### config.mk
export PLATFORM = sky130hd
export DESIGN_NAME = alpha_block_v3
export DESIGN_NICKNAME = d
export VERILOG_FILES = /design/src/rtl/alpha_block_v3.sv
export SDC_FILE = /design/constraint.sdc
export NUM_CORES = 1
export LEC_CHECK = 0
export CORE_ASPECT_RATIO = 2
export CORE_MARGIN = 5
export CORE_UTILIZATION = 55
export CTS_BUF_LIST = sky130_fd_sc_hd__clkbuf_4 sky130_fd_sc_hd__clkbuf_8
export CTS_CLUSTER_DIAMETER = 40
export DETAILED_ROUTE_END_ITERATION = 16
export PLACE_DENSITY = 0.75
export SLEW_MARGIN = 10
export SYNTH_ARGS = -nofsm -noshare
export SYNTH_HDL_FRONTEND = slang
export SYNTH_SLANG_ARGS = --single-unit
### constraint.sdc
create_clock -name clk -period 4.6 [get_ports clk]
set_input_delay 0.69 -clock clk [delete_from_list [all_inputs] [get_ports clk]]
set_output_delay 0.69 -clock clk [all_outputs]
set_load 0.1 [all_outputs]
### src/rtl/alpha_block_v3.sv
// -----------------------------------------------------------------------------
// alpha_block_v3
// Per-channel HDR gain-selection controller with hysteresis and a release
// timeout. Each channel runs an ATTACK / RELEASE / QUIET state machine on
// valid-qualified samples; alpha (1 = attack / high-signal gain) and a
// one-cycle alpha_changed pulse are registered outputs.
//
// Optional feature macro: ALPHA_V3_LINK_EN
//   defined   : link_mode=1 drives every alpha bit with the OR of all channels
//   undefined : link_mode is ignored, channels are always independent
//
// Ports
//   clk               in   single clock
//   reset             in   synchronous, active-high reset
//   sample_valid      in   qualifies hdr_current_value for all channels
//   hdr_current_value in   NUM_CH signed samples, channel i at [i*DATA_W +: DATA_W]
//   threshold_high    in   unsigned attack threshold (strict >)
//   threshold_low     in   unsigned release threshold (strict <)
//   timeout_mask      in   selects counter MSBs that end the release timeout
//   link_mode         in   share one alpha across channels (with macro only)
//   alpha             out  registered gain select per channel
//   alpha_changed     out  one-cycle pulse when a visible alpha bit changes
// -----------------------------------------------------------------------------
module alpha_block_v3 #(
    parameter int unsigned NUM_CH = 2,
    parameter int unsigned DATA_W = 9,
    parameter int unsigned TMO_W  = 18,
    parameter int unsigned MASK_W = 5
) (
    input  logic                     clk,
    input  logic                     reset,
    input  logic                     sample_valid,
    input  logic [NUM_CH*DATA_W-1:0] hdr_current_value,
    input  logic [DATA_W-1:0]        threshold_high,
    input  logic [DATA_W-1:0]        threshold_low,
    input  logic [MASK_W-1:0]        timeout_mask,
    input  logic                     link_mode,
    output logic [NUM_CH-1:0]        alpha,
    output logic [NUM_CH-1:0]        alpha_changed
);

    typedef enum logic [1:0] {
        ST_ATTACK  = 2'd0,
        ST_RELEASE = 2'd1,
        ST_QUIET   = 2'd2
    } state_t;

    state_t            r_state   [NUM_CH];
    state_t            w_state_n [NUM_CH];
    logic [TMO_W-1:0]  r_cnt     [NUM_CH];
    logic [TMO_W-1:0]  w_cnt_n   [NUM_CH];
    logic [TMO_W-1:0]  w_cnt_inc [NUM_CH];
    logic [DATA_W-1:0] w_sample  [NUM_CH];
    logic [DATA_W-1:0] w_mag     [NUM_CH];
    logic [NUM_CH-1:0] w_above;
    logic [NUM_CH-1:0] w_below;
    logic [NUM_CH-1:0] w_alpha_int;
    logic [NUM_CH-1:0] w_alpha_nxt;
    logic [NUM_CH-1:0] r_alpha;
    logic [NUM_CH-1:0] r_alpha_changed;

    // Timeout reached when any selected counter MSB is set.
    function automatic logic f_expired(input logic [TMO_W-1:0]  c,
                                       input logic [MASK_W-1:0] m);
        return |(c[TMO_W-1 -: MASK_W] & m);
    endfunction

    // Magnitude and threshold classification; above wins over below.
    // Two's-complement negate: the most negative value maps to 2^(DATA_W-1).
    always_comb begin
        for (int i = 0; i < NUM_CH; i++) begin
            w_sample[i] = hdr_current_value[i*DATA_W +: DATA_W];
            w_mag[i]    = w_sample[i][DATA_W-1] ? DATA_W'((~w_sample[i]) + DATA_W'(1))
                                                : w_sample[i];
            w_above[i]  = (w_mag[i] > threshold_high);
            w_below[i]  = !w_above[i] && (w_mag[i] < threshold_low);
        end
    end

    // State and counter register.
    always_ff @(posedge clk) begin
        for (int i = 0; i < NUM_CH; i++) begin
            if (reset) begin
                r_state[i] <= ST_ATTACK;
                r_cnt[i]   <= '0;
            end else begin
                r_state[i] <= w_state_n[i];
                r_cnt[i]   <= w_cnt_n[i];
            end
        end
    end

    // Next-state and counter logic per channel.
    always_comb begin
        for (int i = 0; i < NUM_CH; i++) begin
            w_state_n[i] = r_state[i];
            w_cnt_n[i]   = r_cnt[i];
            w_cnt_inc[i] = r_cnt[i] + TMO_W'(1);
            if (sample_valid) begin
                case (r_state[i])
                    ST_ATTACK: begin
                        if (w_below[i]) begin
                            w_cnt_n[i]   = TMO_W'(1);
                            w_state_n[i] = f_expired(TMO_W'(1), timeout_mask) ? ST_QUIET
                                                                                : ST_RELEASE;
                        end
                    end
                    ST_RELEASE: begin
                        if (w_above[i]) begin
                            w_cnt_n[i]   = '0;
                            w_state_n[i] = ST_ATTACK;
                        end else if (w_below[i]) begin
                            // A mask change may already have expired the held
                            // count; stop there rather than step past it.
                            if (f_expired(r_cnt[i], timeout_mask)) begin
                                w_state_n[i] = ST_QUIET;
                            end else begin
                                w_cnt_n[i] = w_cnt_inc[i];
                                if (f_expired(w_cnt_inc[i], timeout_mask)) begin
                                    w_state_n[i] = ST_QUIET;
                                end
                            end
                        end
                    end
                    ST_QUIET: begin
                        if (w_above[i]) begin
                            w_cnt_n[i]   = '0;
                            w_state_n[i] = ST_ATTACK;
                        end
                    end
                    default: begin
                        w_cnt_n[i]   = '0;
                        w_state_n[i] = ST_ATTACK;
                    end
                endcase
            end
        end
    end

    // Output decode from next state, optionally OR-combined across channels.
    always_comb begin
        for (int i = 0; i < NUM_CH; i++) begin
            w_alpha_int[i] = (w_state_n[i] != ST_QUIET);
        end
`ifdef ALPHA_V3_LINK_EN
        w_alpha_nxt = link_mode ? {NUM_CH{|w_alpha_int}} : w_alpha_int;
`else
        w_alpha_nxt = w_alpha_int;
`endif
    end

`ifndef ALPHA_V3_LINK_EN
    logic w_unused_link;
    assign w_unused_link = link_mode;
`endif

    // Output register; the change pulse compares against the visible value.
    always_ff @(posedge clk) begin
        if (reset) begin
            r_alpha         <= '1;
            r_alpha_changed <= '0;
        end else begin
            r_alpha         <= w_alpha_nxt;
            r_alpha_changed <= w_alpha_nxt ^ r_alpha;
        end
    end

    assign alpha         = r_alpha;
    assign alpha_changed = r_alpha_changed;

endmodule
==> metrics.md <==
| Metric | Value |
|---|---|
| Worst Clk Skew | `0.00669 ns` |
| Synth cell count leaders | `nand2_1, dfxtp_1, o21ai_0` |
| Routed length per placed instance | `15.5 µm` |
| Fill count | `659` |
| Nets | `660` |
| Delay-heaviest family, CP | `simple AND/OR/NAND/NOR gates` |
| Clock buffer depth | `2` |
| Overall power | `just under 1 mW` |
| Chain of cells forming the critical path | `clkdlybuf4s50_1, or3_1, o31ai_1, xnor2_1, ha_1, nand2_1, or4_4, o2111a_1, a311o_1, a211o_1, buf_4, or3_1, a21oi_1` |
| Via Count | `~4,100` |
| Metal-1 WL | `4600 µm` |
| 1st-iter DRT viols | `310` |
| DRT Wirelength | `~10,000 µm` |
| DRC violations left | `0` |
| Avg Cell Area, Syn | `7.53 µm²` |
| Worst slew margin | `35.4%` |
| Path depth of the worst reg2reg path | `7` |
| Largest net degree at the start of global routing | `26` |
| YS warnings | `0` |
| Arrival @ worst endpoint | `4.46 ns` |
| Die height | `130 µm` |
| Top FF cell, synth | `dfxtp_1` |
| Share of cells above drive strength 1 | `5.19%` |
| Top-count cell post-synth | `nand2_1` |
| Post-synthesis xor/xnor area fraction | `about 3.3%` |
| Root Buffer | `clkbuf_8` |
| Required time worst endpoint | `4.82 ns` |
| Top sig layer | `met4` |
| Max incr delay on CP | `0.54 ns` |
| Hold Crit Depth | `2` |
| CP Depth | `13` |
| PD cells | `210 mW/mm²` |
| Max VDD drop | `176 µV` |
| CTS sink cnt | `44` |
| Die width | `around 70 µm` |
| Post-synth EDFFs | `0` |
| Postcts setup bufs | `0` |
| Routed wl met3 | `between 400 and 500 µm` |
| FF+latch count, synth | `44` |
| Final setup vio count | `0` |
| Max Freq | `236 MHz` |
| Clk Latency, worst-skew pair | `0.30 ns` |
| Complex-gate fraction of the synthesized area | `a little over a quarter` |
| Post-route ant nets | `0` |
| Cell mode on critical path | `or3_1` |
| Max Cap Violations | `0` |
| Area grow syn2layout | `17.8%` |
| Standard-cell rows | `44` |
| Final Cycle Share | `~90%` |
| Async set or reset register ratio after synthesis | `0%` |
| Overall Global Routing Usage | `22.8%` |
| Tmin final | `4.23 ns` |
| Min-Delay Path Class | `flop to flop` |
| Status | `finished, final reports clean` |
| Synth Area in Simple Gates | `29.7%` |
| Num CTS Buffers | `5` |
| Largest family of logic cells by synthesized area | `simple AND/OR/NAND/NOR gates` |
| Synth Area in Adders | `12.2%` |
| CP Max Fanout | `12` |
| Core box area | `0.00716 mm²` |
| Ant diodes | `0` |
| Cell taking the most area after synthesis | `dfxtp_1` |
| Fin Setup TNS | `0 ns` |
| CP endpoint kind | `flop` |
| Post-synthesis sequential area ratio | `22.1%` |
| CTS clock-pin slew for the worst setup and hold paths | `0.07 ns` |
| Routability Congestion | `roughly 0.85` |
| CP bufs+invs | `2` |
| CTS H-tree lvls | `2` |
| Port Buffers | `47` |
| # IOs | `49` |
| Area of the multi-input gates | `roughly 0.0029 mm²` |
| Sequential cell area | `~900 µm²` |
| Startpoint Class | `input port` |
| Post-CTS Hold Fix Bufs | `0` |
| RSZ-0062 raised after global routing | `no` |
| WL met2 | `5200 µm` |
| CTS resizes | `0` |
| Mux share of post-synthesis cell area | `under 10%` |
| Clock tree from TritonCTS | `built` |
| Cells after Synth | `530` |
| Initial antenna violation count | `0` |
| Cell variety after synth | `62` |
| Largest cells by area after synthesis | `dfxtp_1, ha_1, o21ai_0` |
| Slowest cell on the critical path | `or4_4` |
| Top cell type's share of synthesized area | `22.1%` |
| Cell Area, Synth | `0.00399 mm²` |
| Final slew viol count | `0` |
| Initial core utilization | `between 50% and 60%` |
| First-pass GRT wire length | `17,400 µm` |
| Post-DP HPWL | `8290 µm` |
| Critical path type | `input port to flop` |
| Vias/cell | `6.19` |
| Vias in the first global route | `roughly 3,800` |
| Final Hold Vio Count | `0` |
| Net count after synthesis | `~610` |
| Actual slew at the worst max-slew pin | `0.965 ns` |
| Lkg Pwr | `around 1.8 nW` |
| First-pass detailed-route iteration total | `4` |
| Gr ovfl total | `0` |
| Die ar. | `~0.0092 mm²` |
## metrics by stage
stage                     hold slack (ns)  setup slack (ns)  instances  cell area, µm²  util (%)
final                               0.503             0.366        670            4700      65.7
after CTS                           0.491             0.320        670            4700      65.7
after detailed placement            0.480            0.0170        662            4590      64.2
after global placement              0.471             0.116        662            4590      64.2
after floorplan                     0.457             0.815        530            3990         -
after global routing                0.526             0.123        670            4700      65.7
## cell type report
| class | instances | area share [%] |
|---|---|---|
| clock inverter | 2 | 0.745 |
| multi-input combinational | 432 | 61.7 |
| timing repair buffer | 59 | 11.9 |
| inverter | 35 | 2.79 |
| tap | 92 | 2.45 |
| sequential | 44 | 18.7 |
| clock buffer | 6 | 1.62 |
## worst reg2reg max path, delay by kind of cell, from the launching register on
kind             cells  cell delay, ns
flip-flops           1            0.39
multiplexers         1            0.36
AND/OR/NAND/NOR      3            1.12
AO/OA/AOI/OAI        3            0.80
## kinds of logic (layout without fill, tap and decap cells)
kind of cell	count (synthesis)	count (layout)
flops	44	44
simple gates	217	217
fa+ha+maj	39	39
buf+inv	54	102
compound gates	156	156
xor+xnor	15	15
mux	5	5
## path summary, 6_finish.rpt
path	from	slack, ns	endpoint
setup / recovery	hdr_current_value[0]	0.37	r_cnt[0][5]$_SDFFE_PP0P_
setup reg to reg	r_cnt[0][6]$_SDFFE_PP0P_	1.83	alpha_changed[0]$_SDFF_PP0_
hold reg to reg	r_cnt[0][1]$_SDFFE_PP0P_	0.50	r_cnt[0][1]$_SDFFE_PP0P_
hold / removal	r_cnt[0][1]$_SDFFE_PP0P_	0.50	r_cnt[0][1]$_SDFFE_PP0P_
## power breakdown
group	total, mW	switching, mW	internal (mW)
Sequential	0.396	0.0102	0.386
Clock	0.298	0.131	0.167
Combinational	0.293	0.164	0.129
Total	0.986	0.305	0.682
## placed cells by master, fill, tap and decap left out, types with 10 or more instances in the layout
cell type / netlist / final
clkdlybuf4s50_1: 0 / 47
nand2_1: 46 / 46
dfxtp_1: 44 / 44
o21ai_0: 43 / 43
ha_1: 38 / 38
inv_1: 34 / 34
a21oi_1: 32 / 32
nor2_1: 31 / 31
nand3_1: 23 / 23
nor4_1: 17 / 17
nor3_1: 15 / 15
or3_1: 15 / 15
nand4_1: 14 / 14
nand2b_1: 13 / 13
xnor2_1: 13 / 13
buf_4: 0 / 12
a211o_1: 10 / 10
## metal layers
layer | global-route usage [%] | vias up
met5 | 0 | -
met4 | 6.66 | 0
met3 | 3.22 | 19
met2 | 39.3 | 112
met1 | 29.4 | 1922
li1 | - | 2094
## state kept, by name, indices dropped and copies added, names as in the netlist
register and count:
r_cnt 36, alpha 2, alpha_changed 2, r_state 4
Note: power is estimated with default switching activity, not from simulation.
==> edit 1 (same settings) <==
Register the output `alpha` once more, with the module's reset; this adds one clock of latency there. The other outputs are not delayed to match. Comments in the files are not updated.
--- a/src/rtl/alpha_block_v3.sv
+++ b/src/rtl/alpha_block_v3.sv
@@ -167,3 +167,9 @@
 
-    assign alpha         = r_alpha;
+    always_ff @(posedge clk) begin
+        if (reset) begin
+            alpha <= '0;
+        end else begin
+            alpha <= r_alpha;
+        end
+    end
     assign alpha_changed = r_alpha_changed;
Behaviour: not the same (Yosys sat finds a counterexample within 4 cycles, from zero or initial values and one cycle with reset high).
==> edit 1 against the unedited design <==
Count of clock-buffer cells in the layout fell by 1. Total power rose by 6.5%. Synthesized area is 0.41% higher. Core utilization fell by 0.12 points. Critical path depth rose by 1. Synthesized cell count down 4.0%. Worst hold slack got worse by 0.024 ns. Global-route usage grew 1.1 points. Design area up 0.59%. Sequential cell count rose by 2. Sequential share of layout area up 0.74 points. Routed wire length up 3.5%. Worst setup slack gained 0.018 ns. Largest power group unchanged.
==> edit 1: results (changes against the unedited design) <==
P_leak: 1.78 nW (-2.8%)
initial antenna violation count: 0 (unchanged)
R2R depth: 8 (+1)
Top Registers: r_cnt (36), r_state (4)
post-route clock period utilization: 91.6% (-0.40 points)
logic gate share of total power: 31.4% (+1.7 points)
sequential fraction of the synthesis area: 23.0% (+0.91 points)
hpwl dp: 8540 um (+2.9%)
Seq group: 0.415 mW (+5%)
routed wl met3: 404 um (-2.4%)
Placer Congestion: 0.976 (+15%)
worst-path fanout max: 34 (+22)
R2R setup slack: 2.04 ns (+0.21 ns)
Total GRT Usage: 23.8% (+1.1 points)
routed vias: 4134 (-0.31%)
layout net count: 641 (-2.9%)
remaining antenna violation count: 0 (unchanged)
top post-synthesis cells by area: dfxtp_1 23%, ha_1 12%, a21oi_1 5.1%
router iterations before antenna repair: 4 (unchanged)
Worst Hold Endpoint: alpha[1]
crit path to: r_cnt[0][9]
outcome: complete, no violations
routed vias/inst: 6.35 (+2.6%)
layout cells sized above 1: 6.44% (+1.2 points)
DP Area: 0.00462 mm^2 (+0.65%)
proportion of power drawn by flip-flops and latches: 39.5% (-0.6 points)
largest net degree at the start of global routing: 36 (+38%)
vias in the first global route: 4046 (+6.5%)
clock skew: 0.00851 ns (+0.00182 ns)
ANT cells: 0 (unchanged)
routed wl met2: 5900 um (+13%)
hold_ws: 0.480 ns (-0.0238 ns)
Synth Net Count: 592 (-3.4%)
Hold/Removal Path Class: reg -> reg
VDD IR max: 0.361 mV (+110%)
Yosys cell types: 70 (+13%)
Worst Min Path Start: r_alpha[1]
FF-to-FF Start: r_cnt[1][3]
wire length on met1: 3960 um (-14%)
clock slew at reported path FFs: 0.09 ns (+0.02 ns)
global routing usage on met2: 45.7% (+6.5 points)
Worst-Margin Slew: 0.980 ns (+0.0148 ns)
pre-CTS setup slack: 0.0926 ns (+0.0756 ns)
Filler Cell Count: 672 (+2.0%)
first-pass GRT wire length: 18000 um (+3.5%)
Cells on Worst Hold Path: 1 (-1)
reg2reg end: alpha_changed[1]
H-tree Lvls: 2 (unchanged)
Critical Path Slowest Stage Cell: or4b_4
met1 Usage GRT: 23.4% (-6.0 points)
Synth top cells by count: 46 x dfxtp_1, 42 x nand2_1, 41 x a21oi_1
total setup buffers inserted after CTS: 0 (unchanged)
initial drt markers: 179 (-42%)
Switching Fraction: 32.6% (+1.7 points)
Port Buffers: 47 (unchanged)
Post-Route WL: 10800 um (+3.5%)
final core occ: 65.6% (-0.12 points)
kind of cell adding the most delay to the critical path: simple AND/OR/NAND/NOR gates
met3 Use GR: 4.13% (+0.92 points)
syn_area_per_cell: 7.88 um^2 (+4.5%)
==> edit 1: changes by cell type in the layout (fill, tap and decap cells not counted), sizes merged, moves of 6 or more <==
cell	unedited run	this run
o31ai	8	18
o211a	7	1
or3	15	9
nor3	15	9
or4	6	21
a21oi	32	42
nand4	14	23
o21ai	45	24
a211o	10	1
nor2	31	18
nor4	19	8
==> edit 1: logic make-up (layout without fill, tap and decap cells) <==
logic type / Yosys count / in the layout / share of synthesized area [%]
XOR/XNOR: 14 / 14 / 3.06
adder cells (fa/ha/maj): 38 / 38 / 11.9
AND/OR/NAND/NOR: 201 / 201 / 29.1
buffers and inverters: 49 / 99 / 4.96
AO/OA/AOI/OAI: 151 / 151 / 25.5
multiplexers: 10 / 10 / 2.59
flip-flops: 46 / 46 / 23.0
==> edit 1: area by class of cell <==
class	instances	share of cell area, %
clock buffer	5	1.45
clock inverter	3	0.846
inverter	31	2.46
multi-input combinational	414	61.1
sequential	46	19.5
tap	92	2.43
timing repair buffer	60	12.3
==> edit 2 (same settings) <==
Made on the original files. Change the parameter `MASK_W` from 5 to 10.
--- a/src/rtl/alpha_block_v3.sv
+++ b/src/rtl/alpha_block_v3.sv
@@ -27,3 +27,3 @@
     parameter int unsigned TMO_W  = 18,
-    parameter int unsigned MASK_W = 5
+    parameter int unsigned MASK_W = 10
 ) (
Ports: changed (resized timeout_mask); port bits go from 49 to 54. The function was not compared with the original's and may differ.
==> edit 2 against the unedited design <==
Synthesized cell count fell by 5.1%. Critical path depth fell by 1. Non-clock buffer count rose by 5. Via count fell by 4.3%. Routed wire length fell by 1.2%. Highest routed layer unchanged. First-iteration DRC count rose by 18%. Total power fell by 3.2%. Core utilization rose by 1.3 points. Design area fell by 1.9%. Worst setup slack got worse by 0.0089 ns. Synthesized area fell by 2.9%. Sequential cell count did not move.
==> edit 2: results (changes against the unedited design) <==
Synth top cells by count: 48 x nand2_1, 47 x nor2_1, 44 x dfxtp_1
Placer Congestion: 0.895 (+5.6%)
top post-synthesis cells by area: dfxtp_1 23%, ha_1 12%, xnor2_1 8.1%
Worst Min Path Start: r_cnt[0][7]
Clk pwr share: 27.7% (-2.5 points)
met3 Use GR: 2.74% (-0.48 points)
Fmax: 236 MHz (-0.21%)
first-pass GRT wire length: 17000 um (-2.0%)
reg2reg end: alpha_changed[1]
pre-CTS setup slack: 0.0640 ns (+0.0470 ns)
worst path arrival time: 4.48 ns (+0.02 ns)
layout net count: 643 (-2.6%)
vias in the first global route: 3887 (+2.3%)
outcome: complete, no violations
CP startpoint: hdr_current_value[13]
largest net degree at the start of global routing: 38 (+46%)
Internal: 0.657 mW (-3.6%)
R2R setup slack: 1.29 ns (-0.54 ns)
routed wl met2: 5710 um (+9.7%)
routed wl met3: 447 um (+8.0%)
Worst Hold Endpoint: r_cnt[0][7]
layout cells sized above 1: 5.40% (+0.21 points)
routed vias: 3968 (-4.3%)
Total GRT Usage: 23.1% (+0.32 points)
Yosys cell types: 64 (+3.2%)
==> edit 2: cell types whose count changed after synthesis, moves of 7 or more <==
cell,before,now
xnor2_1,13,36
a211o_1,10,1
a311oi_1,0,13
nor2_1,31,47
or3_1,15,6
o21ai_0,43,23
o211a_1,7,0
nor4_1,17,2
==> edit 2: layout make-up <==
type	instances	area, um^2
repair buffers	64	623
multi-input cells	406	2770
clock buffers	8	97.6
well taps	90	113
inverters	34	128
fillers	656	2270
flip-flops and latches	44	881
==> edit 2: cells by family after synthesis <==
group / count (synthesis) / share of synthesized area [%]
AOI/OAI and AO/OA: 135 / 24.6
DFF: 44 / 22.7
and+or+nand+nor: 192 / 25.3
muxes: 2 / 0.549
adders and majority gates: 38 / 12.3
buffers and inverters: 53 / 5.84
xor gates and xnor gates: 39 / 8.81
==> edit 2: through the flow <==
step	instances	util, %
6_report	646	67.0
5_1_grt	646	67.0
4_1_cts	646	67.0
3_5_place_dp	638	65.6
3_3_place_gp	638	65.6
2_1_floorplan	503	-
